### src/rtl/layer_compositor.sv
// Two-stage sprite layer compositor: priority mux over NUM_LAYERS layers with frame-synchronous layer masking.
// Define COMPOSITOR_COLLISION_EN to build in per-frame collision detection between layer sets A and B.
module layer_compositor #(
    parameter int                    NUM_LAYERS  = 8,
    parameter int                    COLOR_W     = 16,
    parameter logic [NUM_LAYERS-1:0] COLL_MASK_A = 'h02,
    parameter logic [NUM_LAYERS-1:0] COLL_MASK_B = 'h04
) (
    input  logic                            clk,
    input  logic                            rst,
    input  logic                            raw_hsync,
    input  logic                            raw_vsync,
    input  logic                            raw_de,
    input  logic                            new_frame,
    input  logic [COLOR_W-1:0]              bg_color,
    input  logic [NUM_LAYERS-1:0]           layer_pe,
    input  logic [NUM_LAYERS*COLOR_W-1:0]   layer_color,
    input  logic [NUM_LAYERS-1:0]           cfg_mask,
    input  logic                            cfg_wr,
    output logic                            vga_hsync,
    output logic                            vga_vsync,
    output logic                            vga_de,
    output logic [COLOR_W-1:0]              vga_rgb,
    output logic [3:0]                      hit_layer,
    output logic                            collision
);

    logic [NUM_LAYERS-1:0]         pending_mask;
    logic [NUM_LAYERS-1:0]         active_mask;
    logic [NUM_LAYERS-1:0]         masked_pe;

    logic                          s1_hsync;
    logic                          s1_vsync;
    logic                          s1_de;
    logic [COLOR_W-1:0]            s1_bg;
    logic [NUM_LAYERS*COLOR_W-1:0] s1_color;
    logic [NUM_LAYERS-1:0]         s1_pe;

    logic [3:0]                    sel_idx;
    logic [COLOR_W-1:0]            sel_color;

    assign masked_pe = layer_pe & active_mask;

    // Mask writes only take effect at a frame boundary; a write coinciding with new_frame goes straight to active.
    always_ff @(posedge clk) begin
        if (rst) begin
            pending_mask <= '1;
            active_mask  <= '1;
        end else begin
            if (cfg_wr) begin
                pending_mask <= cfg_mask;
            end
            if (new_frame) begin
                active_mask <= cfg_wr ? cfg_mask : pending_mask;
            end
        end
    end

    always_ff @(posedge clk) begin
        if (rst) begin
            s1_hsync <= 1'b0;
            s1_vsync <= 1'b0;
            s1_de    <= 1'b0;
            s1_bg    <= '0;
            s1_color <= '0;
            s1_pe    <= '0;
        end else begin
            s1_hsync <= raw_hsync;
            s1_vsync <= raw_vsync;
            s1_de    <= raw_de;
            s1_bg    <= bg_color;
            s1_color <= layer_color;
            s1_pe    <= masked_pe;
        end
    end

    // Ascending scan so the highest-index painting layer overrides lower ones.
    always_comb begin
        sel_idx   = 4'hF;
        sel_color = s1_bg;
        for (int i = 0; i < NUM_LAYERS; i++) begin
            if (s1_pe[i]) begin
                sel_idx   = 4'(i);
                sel_color = s1_color[i*COLOR_W +: COLOR_W];
            end
        end
    end

    always_ff @(posedge clk) begin
        if (rst) begin
            vga_hsync <= 1'b0;
            vga_vsync <= 1'b0;
            vga_de    <= 1'b0;
            vga_rgb   <= '0;
            hit_layer <= 4'hF;
        end else begin
            vga_hsync <= s1_hsync;
            vga_vsync <= s1_vsync;
            vga_de    <= s1_de;
            if (s1_de) begin
                vga_rgb   <= sel_color;
                hit_layer <= sel_idx;
            end else begin
                vga_rgb   <= '0;
                hit_layer <= 4'hF;
            end
        end
    end

`ifdef COMPOSITOR_COLLISION_EN
    logic coll_accum;
    logic pixel_hit;

    assign pixel_hit = raw_de && (|(masked_pe & COLL_MASK_A)) && (|(masked_pe & COLL_MASK_B));

    // A hit on the new_frame cycle itself seeds the accumulator for the frame that is starting.
    always_ff @(posedge clk) begin
        if (rst) begin
            coll_accum <= 1'b0;
            collision  <= 1'b0;
        end else if (new_frame) begin
            collision  <= coll_accum;
            coll_accum <= pixel_hit;
        end else begin
            collision  <= 1'b0;
            coll_accum <= coll_accum | pixel_hit;
        end
    end
`else
    // The collision masks stay referenced so the parameter list means the same in both builds.
    localparam logic COLL_MASKS_SET = |{COLL_MASK_A, COLL_MASK_B};
    assign collision = 1'b0 && COLL_MASKS_SET;
`endif

endmodule

### config.mk
export PLATFORM = sky130hd
export DESIGN_NAME = layer_compositor
export DESIGN_NICKNAME = d
export VERILOG_FILES = /design/src/rtl/layer_compositor.sv
export SDC_FILE = /design/constraint.sdc
export NUM_CORES = 1
export LEC_CHECK = 0
export ABC_AREA = 0
export CORE_MARGIN = 8
export CORE_UTILIZATION = 47
export CTS_CLUSTER_SIZE = 30
export DETAILED_ROUTE_END_ITERATION = 10
export PLACE_DENSITY = 0.8
export SYNTH_ARGS = -nofsm -noshare
export SYNTH_HDL_FRONTEND = slang
export SYNTH_SLANG_ARGS = --single-unit
export TNS_END_PERCENT = 1
### constraint.sdc
create_clock -name clk -period 2 [get_ports clk]
set_clock_uncertainty 0.05 [all_clocks]
set_input_delay 0.4 -clock clk [delete_from_list [all_inputs] [get_ports clk]]
set_output_delay 0.4 -clock clk [all_outputs]
set_load 0.01 [all_outputs]
==> metrics.csv <==
stage,metric,value,unit
worst_setup_path,worstSetupPathType,reg2reg,
floorplanning,chipWidth,133,um
sta,whs,0.260,ns
clock_tree,cts-buffers-inserted,17,
logic_synthesis,synth_cell_types,33,
power,pwr_density_cell,910,mW/mm^2
worst_setup_path,r2r_setup_slack,0.18,ns
global_routing,grt_max_degree,174,
hold_path,holdPathStages,2,
worst_setup_path,cp.required,2.26,ns
floorplanning,rows,42,
floorplanning,die_h,133,um
logic_synthesis,synthCells,598,
logic_synthesis,syn_nets,765,
logic_synthesis,synthFlopType,dfxtp_1,
cells_and_area,num-fill-cells,994,
flow_run,maxCapViolCount,0,
outcome,status,"finished, final reports clean",
placed_design,dp_cells,931,
logic_synthesis,ys_ff_latch,194,
logic_synthesis,yosys_warnings,0,
floorplanning,initial_utilization,48.2,%
drt,routed_wl,17.7,mm
drt,drt_first_pass_iters,4,
clock_tree,clock_path_buffers,2,
logic_synthesis,synth_area_leaders,"dfxtp_1, nor2b_1, mux2_2",
global_routing,grt_pass1_wl,27.1,mm
logic_synthesis,ys_top_cells_by_count,"dfxtp_1, nor2b_1, clkbuf_1",
sta,setup_viol_count_final,0,
logic_synthesis,synth_enable_flop_cells,0,
cells_and_area,fin_util,67.7,%
drt,dr.first_iter.drc_count,331,
cells_and_area,drive_above_1_share,8.66,%
clock_tree,cts_tree,done,
clock_tree,clk_root_buffer_cell,clkbuf_16,
clock_tree,post_cts_buffers,0,
floorplanning,core_area,0.0133,mm^2
drt,routed_via_density,4.97,
logic_synthesis,synth_area_leader_cell,dfxtp_1,
cells_and_area,fin_area,0.00900,mm^2
power,peakVddDrop,766,uV
clock_tree,cts_max_level,4,
logic_synthesis,synth_top_area_share,60.6,%
sta,fin_setup_tns,0,ns
global_routing,antenna_found_initial,1,
sta,fin_crit_sh,91.2,%
worst_setup_path,worstPathCellList,or3b_1 > o22ai_1 > o21ai_0 > a22o_1,
global_routing,grt_pass1_vias,5130,
worst_setup_path,critical-path-slowest-cell,or3b_1,
clock_tree,clk_pin_slew,0.06,ns
hold_path,hold_end,vga_de$_SDFF_PP0_,
clock_tree,clk_latency,0.42,ns
sta,fmax,0.548,GHz
logic_synthesis,syn_area_per_cell,10.7,um^2
sta,drv_slew,0,
placed_design,dp_hpwl,13.4,mm
clock_tree,hold_buffers,0,
placed_design,place_congestion,0.913,
worst_setup_path,slowest_delay,0.62,ns
worst_setup_path,r2r-start,s1_pe[1]$_SDFF_PP0_,
worst_setup_path,worst_setup_path_end_kind,register,
power,p_leak,3.53,nW
sta,tightest_slew,0.722,ns
logic_synthesis,synthArstFlopShare,0,%
worst_setup_path,cp.arrival,2.08,ns
worst_setup_path,r2r-end,vga_rgb[4]$_SDFF_PP0_,
drt,antenna_left,0,
worst_setup_path,rr_worst_depth,4,
clock_tree,numClockSinks,194,
global_routing,overflow,0,
logic_synthesis,synth.most_common_cell,dfxtp_1,
sta,rsz0062_at_grt,false,
drt,wire_per_inst,18.4,um
cells_and_area,fin_nets,941,
worst_setup_path,crit_path_max_fanout,15,
sta,maxSlewHeadroom,51.9,%
placed_design,io_buffer_count,189,
placed_design,placed_area,0.00845,mm^2
global_routing,track_usage,19.7,%
drt,drc,0,
logic_synthesis,synthesis.area,0.00640,mm^2
worst_setup_path,crit_path_start_kind,register,
sta,period_minus_slack,1.82,ns
hold_path,holdCritStartpoint,rst,
floorplanning,dieArea,0.0176,mm^2
cells_and_area,fin_cells,962,
sta,hold_viol_final,0,
hold_path,hold_class,in2reg,
logic_synthesis,seq_area_frac_synth,60.6,%
cells_and_area,areaGrowthSynthToFinish,40.5,%
placed_design,dp_slack,0.123,ns
power,finalPower,8.19,mW
clock_tree,ctsResizeCount,0,
floorplanning,pin_count,191,
drt,vias,4785,
sta,timing.final.ws_setup,0.176,ns
kinds of logic (layout without fill, tap and decap cells):
kind of cell / count (synthesis) / count (layout) / share of synthesized area, %
and+or+nand+nor: 209 / 209 / 19.3
DFF: 194 / 194 / 60.6
AOI/OAI and AO/OA: 108 / 108 / 11.7
buffers and inverters: 61 / 248 / 4.06
muxes: 25 / 25 / 4.22
other: 1 / 2 / 0.0586
state kept, by name, summed over array words and instances (netlist names):
signal        flops
s1_color        128
s1_bg            16
vga_rgb          16
active_mask       8
pending_mask      8
s1_pe             8
hit_layer         4
s1_de             1
s1_hsync          1
s1_vsync          1
vga_de            1
vga_hsync         1
vga_vsync         1
worst max-delay path: cells and delay by family (launching register included):
kind / cells / cell delay, ns
AO/OA/AOI/OAI: 3 / 0.64
flip-flops: 1 / 0.40
AND/OR/NAND/NOR: 1 / 0.62
how the worst max path moves through the flow:
| stage | depth (start not counted) | slack (ns) | endpoint | from |
|---|---|---|---|---|
| final | 4 | 0.18 | vga_rgb[4]$_SDFF_PP0_ | s1_pe[1]$_SDFF_PP0_ |
| after global routing | 4 | 0.06 | vga_rgb[4]$_SDFF_PP0_ | s1_pe[1]$_SDFF_PP0_ |
| after CTS | 4 | 0.17 | vga_rgb[4]$_SDFF_PP0_ | s1_pe[1]$_SDFF_PP0_ |
| after detailed placement | 5 | 0.12 | active_mask[3]$_SDFFE_PP1P_ | cfg_wr |
| after global placement | 6 | 0.14 | vga_rgb[8]$_SDFF_PP0_ | rst |
| after floorplan | 6 | 0.44 | vga_rgb[15]$_SDFF_PP0_ | s1_pe[0]$_SDFF_PP0_ |
cell usage in the layout, fill, tap and decap left out, types with 5 or more instances in the layout:
master,netlist,final
nor2_1,21,21
clkbuf_16,0,17
a221oi_1,15,15
o221ai_1,15,15
o21ai_1,10,10
a21oi_1,25,25
o21ai_0,8,8
inv_1,16,16
buf_4,2,11
or2_2,9,9
nand2_1,10,10
nand2b_1,10,10
clkinv_2,0,5
a22o_1,14,14
clkdlybuf4s50_1,0,188
dfxtp_1,194,194
o22ai_1,15,15
mux2_2,16,16
nor2b_1,152,152
mux2i_1,9,9
where the power goes:
group,internal [mW],switching (mW),leakage (nW)
sequential,4.07,0.0820,1.61
combinational,0.550,0.369,1.65
clock,1.82,1.30,0.275
cell type report:
class	count	area, um^2	share of cell area, %
inverters	16	60.1	0.668
well taps	176	220	2.45
flip-flops and latches	194	3880	43.2
clock buffers	24	492	5.47
multi-input cells	343	2260	25.1
diodes	1	2.50	0.0278
clock inverters	6	55.1	0.612
repair buffers	202	2020	22.5
per-layer routing:
layer  global-route usage (%)  vias up  share of wire (%)
li1                         -     2347                  -
met1                     23.9     2247                 44
met2                     32.2      169                 47
met3                     5.72       22                6.0
met4                     8.08        0                2.5
met5                        0        -                  0
Power figures use the tool's default switching activity.
